`src/rtl/rr_lock_arbiter.sv`:
```
// Round-robin arbiter with grant lock until accept and a hold timeout for one read-only slave.
// Optional feature: define ARB_PRIO_EN to add prio_i and restrict the pick to high-priority requesters.
module rr_lock_arbiter #(
  parameter  int NUM_PORTS = 2,
  parameter  int MAX_HOLD  = 16,
  parameter  int CNT_W     = 8,
  localparam int IDX_W     = $clog2(NUM_PORTS)
) (
  input  logic                 clk,
  input  logic                 reset,
  input  logic [NUM_PORTS-1:0] request,
  input  logic                 accept_i,
`ifdef ARB_PRIO_EN
  input  logic [NUM_PORTS-1:0] prio_i,
`endif
  output logic [NUM_PORTS-1:0] grant,
  output logic [IDX_W-1:0]     grant_idx_o,
  output logic                 grant_vld_o,
  output logic                 timeout_o
);

  logic [IDX_W-1:0]     ptr;
  logic                 lock_vld;
  logic [IDX_W-1:0]     lock_idx;
  logic [CNT_W-1:0]     hold_cnt;

  logic [NUM_PORTS-1:0] cand;
  logic [IDX_W-1:0]     pick_idx;
  logic                 locked;
  logic                 timeout_hit;
  logic [IDX_W-1:0]     next_ptr;

  // Candidate set: high-priority requesters win the scan when any are present.
  always_comb begin
    // NOTE: every combinational output gets a default first so no path leaves it unassigned (no latch).
    cand = request;
`ifdef ARB_PRIO_EN
    if (|(request & prio_i)) cand = request & prio_i;
`endif
    pick_idx = '0;
    // Scan offsets from far to near so the port closest to ptr is written last and wins.
    for (int i = NUM_PORTS - 1; i >= 0; i--) begin
      if (cand[(int'(ptr) + i) % NUM_PORTS]) pick_idx = IDX_W'((int'(ptr) + i) % NUM_PORTS);
    end
  end

  assign locked = lock_vld && request[lock_idx];

  always_comb begin
    grant       = '0;
    grant_idx_o = '0;
    grant_vld_o = 1'b0;
    if (reset) begin
      if (locked) begin
        grant_idx_o = lock_idx;
        grant_vld_o = 1'b1;
      end else if (|request) begin
        grant_idx_o = pick_idx;
        grant_vld_o = 1'b1;
      end
      if (grant_vld_o) grant[grant_idx_o] = 1'b1;
    end
  end

  assign timeout_hit = (MAX_HOLD != 0) && (hold_cnt == CNT_W'(MAX_HOLD - 1));
  assign next_ptr    = (grant_idx_o == IDX_W'(NUM_PORTS - 1)) ? '0 : grant_idx_o + 1'b1;

  always_ff @(posedge clk or negedge reset) begin
    if (!reset) begin
      ptr       <= '0;
      lock_vld  <= 1'b0;
      lock_idx  <= '0;
      hold_cnt  <= '0;
      timeout_o <= 1'b0;
    end else begin
      // NOTE: state registers use non-blocking assignments so every flop samples pre-edge values.
      timeout_o <= 1'b0;
      if (!grant_vld_o) begin
        lock_vld <= 1'b0;
        hold_cnt <= '0;
      end else if (accept_i) begin
        ptr      <= next_ptr;
        lock_vld <= 1'b0;
        hold_cnt <= '0;
      end else if (timeout_hit) begin
        ptr       <= next_ptr;
        lock_vld  <= 1'b0;
        hold_cnt  <= '0;
        timeout_o <= 1'b1;
      end else begin
        lock_vld <= 1'b1;
        lock_idx <= grant_idx_o;
        // Only reachable without a timeout (MAX_HOLD=0); saturate instead of wrapping.
        if (hold_cnt != '1) hold_cnt <= hold_cnt + 1'b1;
      end
    end
  end

endmodule

```
`config.mk`:
```
export PLATFORM = sky130hd
export DESIGN_NAME = rr_lock_arbiter
export DESIGN_NICKNAME = d
export VERILOG_FILES = /design/src/rtl/rr_lock_arbiter.sv
export SDC_FILE = /design/constraint.sdc
export NUM_CORES = 1
export LEC_CHECK = 0
export ABC_AREA = 1
export CORE_MARGIN = 1
export CORE_UTILIZATION = 30
export CTS_CLUSTER_DIAMETER = 50
export DETAILED_ROUTE_END_ITERATION = 8
export PLACE_DENSITY = 0.51
export SYNTH_ARGS = -nofsm -noshare
export SYNTH_HDL_FRONTEND = slang
export SYNTH_SLANG_ARGS = --single-unit
```
`constraint.sdc`:
```
create_clock -name clk -period 2.1 [get_ports clk]
set_clock_uncertainty 0.15 [all_clocks]
set_input_delay 0.525 -clock clk [delete_from_list [all_inputs] [get_ports clk]]
set_output_delay 0.525 -clock clk [all_outputs]
set_load 0.01 [all_outputs]
```
==> impl_metrics.env <==
export IMPL_pin_count=10
export IMPL_antenna_found_initial=0
export IMPL_status="finished, final reports clean"
export IMPL_ys_flop_type="dfrtp_1"
export IMPL_arrival_ns=1.31
export IMPL_viasPerCell=4.62
export IMPL_gr_total_overflow=0
export IMPL_final_nets=137
export IMPL_avgSynthCellArea_um2=6.67
export IMPL_setup_viol=0
export IMPL_min_period_over_period_pct=94.5
export IMPL_grt_pass1_wl_um=2860
export IMPL_gp_congestion=0.786
export IMPL_yosysTopAreaCellShare_pct=41.7
export IMPL_placed_cell_area_um2=906
export IMPL_ys_top_cells_by_count="nand2_1, inv_1, nand3_1"
export IMPL_synthArstFlopShare_pct=100
export IMPL_critPathCaptureType="output pin"
export IMPL_multi_input_area_um2=360
export IMPL_grt_pass1_vias=733
export IMPL_vdd_ir_drop_max_uv=270
export IMPL_synth_distinct_cells=12
export IMPL_synth_area_leaders="dfrtp_1, nand2_1, nand3_1"
export IMPL_slowest_stage="dlygate4sd2_1"
export IMPL_seq_area_frac_synth_pct=41.7
export IMPL_worstPathCellList="dlygate4sd2_1 -> nand3_2 -> nand2_2 -> nor2_1 -> clkdlybuf4s15_2"
export IMPL_numCtsBuffers=3
export IMPL_hold_violations=0
export IMPL_cap_violations=0
export IMPL_p_leak_uw=0.000543
export IMPL_r2r_end="hold_cnt[6]$_DFFE_PN0P_"
export IMPL_clkLatencyLatePin_ns=0.27
export IMPL_cts_root_buf="clkbuf_4"
export IMPL_area_growth_synth_to_final_pct=29.9
export IMPL_cp_start_kind="input port"
export IMPL_cts_htree_levels=1
export IMPL_antenna_left=0
export IMPL_rsz0062_at_grt="no"
export IMPL_drcViolationCount=0
export IMPL_row_count=17
export IMPL_hold_path_class="input port to asynchronous set/reset pin"
export IMPL_ys_ff_latch=12
export IMPL_synth_cells=108
export IMPL_grt_max_degree=8
export IMPL_io_buffer_count=9
export IMPL_slew_violations=0
export IMPL_final_seq_area_um2=300
export IMPL_crit_fanout=3
export IMPL_slew_headroom_pct=85.0
export IMPL_max_stage_delay_ns=0.25
export IMPL_grtUsageTotal_pct=15.1
export IMPL_synth_area_um2=721
export IMPL_drt_iter0_drc=11
export IMPL_synth_most_common_cell="nand2_1"
export IMPL_hpwl_um=1340
export IMPL_vias=725
export IMPL_final_fill_count=240
export IMPL_die_w_um=51.0
export IMPL_ff2ff_path_depth=6
export IMPL_r2r_start="hold_cnt[1]$_DFFE_PN0P_"
export IMPL_ctsLongestPathBuffers=2
export IMPL_wl_per_cell_um=10.7
export IMPL_fin_area_um2=936
export IMPL_synth_edf_count=0
export IMPL_p_per_area_nw_per_um2=486
export IMPL_clk_pin_slew_worst_paths_ns=0.08
export IMPL_rrSetupSlack_ns=0.61
export IMPL_totalWireLength_um=1680
export IMPL_syn_nets=114
export IMPL_antennaDiodeCount=0
export IMPL_clock_sinks=12
export IMPL_critPathKind="input port to output pin"
export IMPL_die_h_um=51.0
export IMPL_final_min_clock_period_ns=1.98
export IMPL_final_core_util_pct=41.9
export IMPL_first_pass_iters=4
export IMPL_core_area_um2=2230
export IMPL_tightest_slew_ns=0.225
export IMPL_max_clock_freq_ghz=0.504
export IMPL_drive_gt1_share_pct=17.1
export IMPL_initial_core_util_pct=32.3
export IMPL_cts_hold_buffers=0
export IMPL_cts_tree="yes"
export IMPL_synth_largest_area_cell="dfrtp_1"
export IMPL_yosys_warnings=0
export IMPL_cp_data_required_time_ns=1.42
export IMPL_die_area_um2=2600
## worst max-delay path, delay by kind of cell
family,cells,cell delay [ns]
buffers and inverters,2,0.49
and+or+nand+nor,3,0.29
## worst max-delay path by stage
stage          slack [ns]        from     endpoint
6_report             0.12  request[0]  grant_idx_o
3_3_place_gp        -0.42       reset  grant_idx_o
4_1_cts              0.11  request[0]  grant_idx_o
3_5_place_dp        -0.49  request[1]     grant[0]
5_1_grt              0.04  request[0]  grant_idx_o
2_1_floorplan        0.55  request[0]  grant_idx_o
## routing by layer
| metal | global-route usage, % | vias to the layer above | wire length [um] |
|---|---|---|---|
| li1 | - | 382 | - |
| met3 | 2.98 | 4 | 35 |
| met2 | 26.8 | 11 | 819 |
| met1 | 16.7 | 328 | 800 |
| met5 | 0 | - | 0 |
| met4 | 7.87 | 0 | 26 |
## layout by cell type, fill, tap and decap left out, drive strengths merged
cell,count
buf,10
ha,1
clkdlybuf4s15,2
inv,18
a21oi,1
dfrtp,12
nand3,16
dlygate4sd2,4
clkdlybuf4s50,2
o21ai,2
nand2,37
clkbuf,3
nor2,16
nand4,5
## registers in the layout (all words and copies together) (netlist names)
name,flops
lock_vld,1
hold_cnt,8
lock_idx,1
ptr,1
timeout_o,1
## per-stage QoR
step	setup slack (ns)	hold slack, ns	setup TNS (ns)	power, uW	cells
2_1_floorplan	0.549	0.0794	0	275	108
3_3_place_gp	-0.424	0.323	-1.64	318	153
3_5_place_dp	-0.489	0.326	-1.82	319	153
4_1_cts	0.112	0.261	0	460	157
5_1_grt	0.0384	0.276	0	477	157
6_report	0.116	0.254	0	455	157
## final cells by class
cell class | instances | area share [%]
inverters | 18 | 7.22
clock buffers | 3 | 2.41
repair buffers | 18 | 16.0
well taps | 28 | 3.74
multi-input cells | 78 | 38.5
flip-flops and latches | 12 | 32.1
## cell families after synthesis
kind of cell / Yosys count / share of synthesized area, %
AO/OA/AOI/OAI: 3 / 2.08
adder cells (fa/ha/maj): 1 / 1.74
flip-flops: 12 / 41.7
AND/OR/NAND/NOR: 74 / 45.1
buffers and inverters: 18 / 9.37
## timing repair
action,CTS,global route
endpoints found under the setup margin,4,0
hold endpoints to repair,0,0
gates resized for setup,16,0
buffers inserted,1,0
## where the power goes
part / internal, uW / leakage [uW] / switching [uW] / total [uW]
registers: 239 / 0.000164 / 5.43 / 244
logic: 32.9 / 0.000366 / 35.7 / 68.6
clock network: 66.3 / 0.0000138 / 75.4 / 142
total: 338 / 0.000543 / 117 / 455
Note: power is estimated with default switching activity, not from simulation.
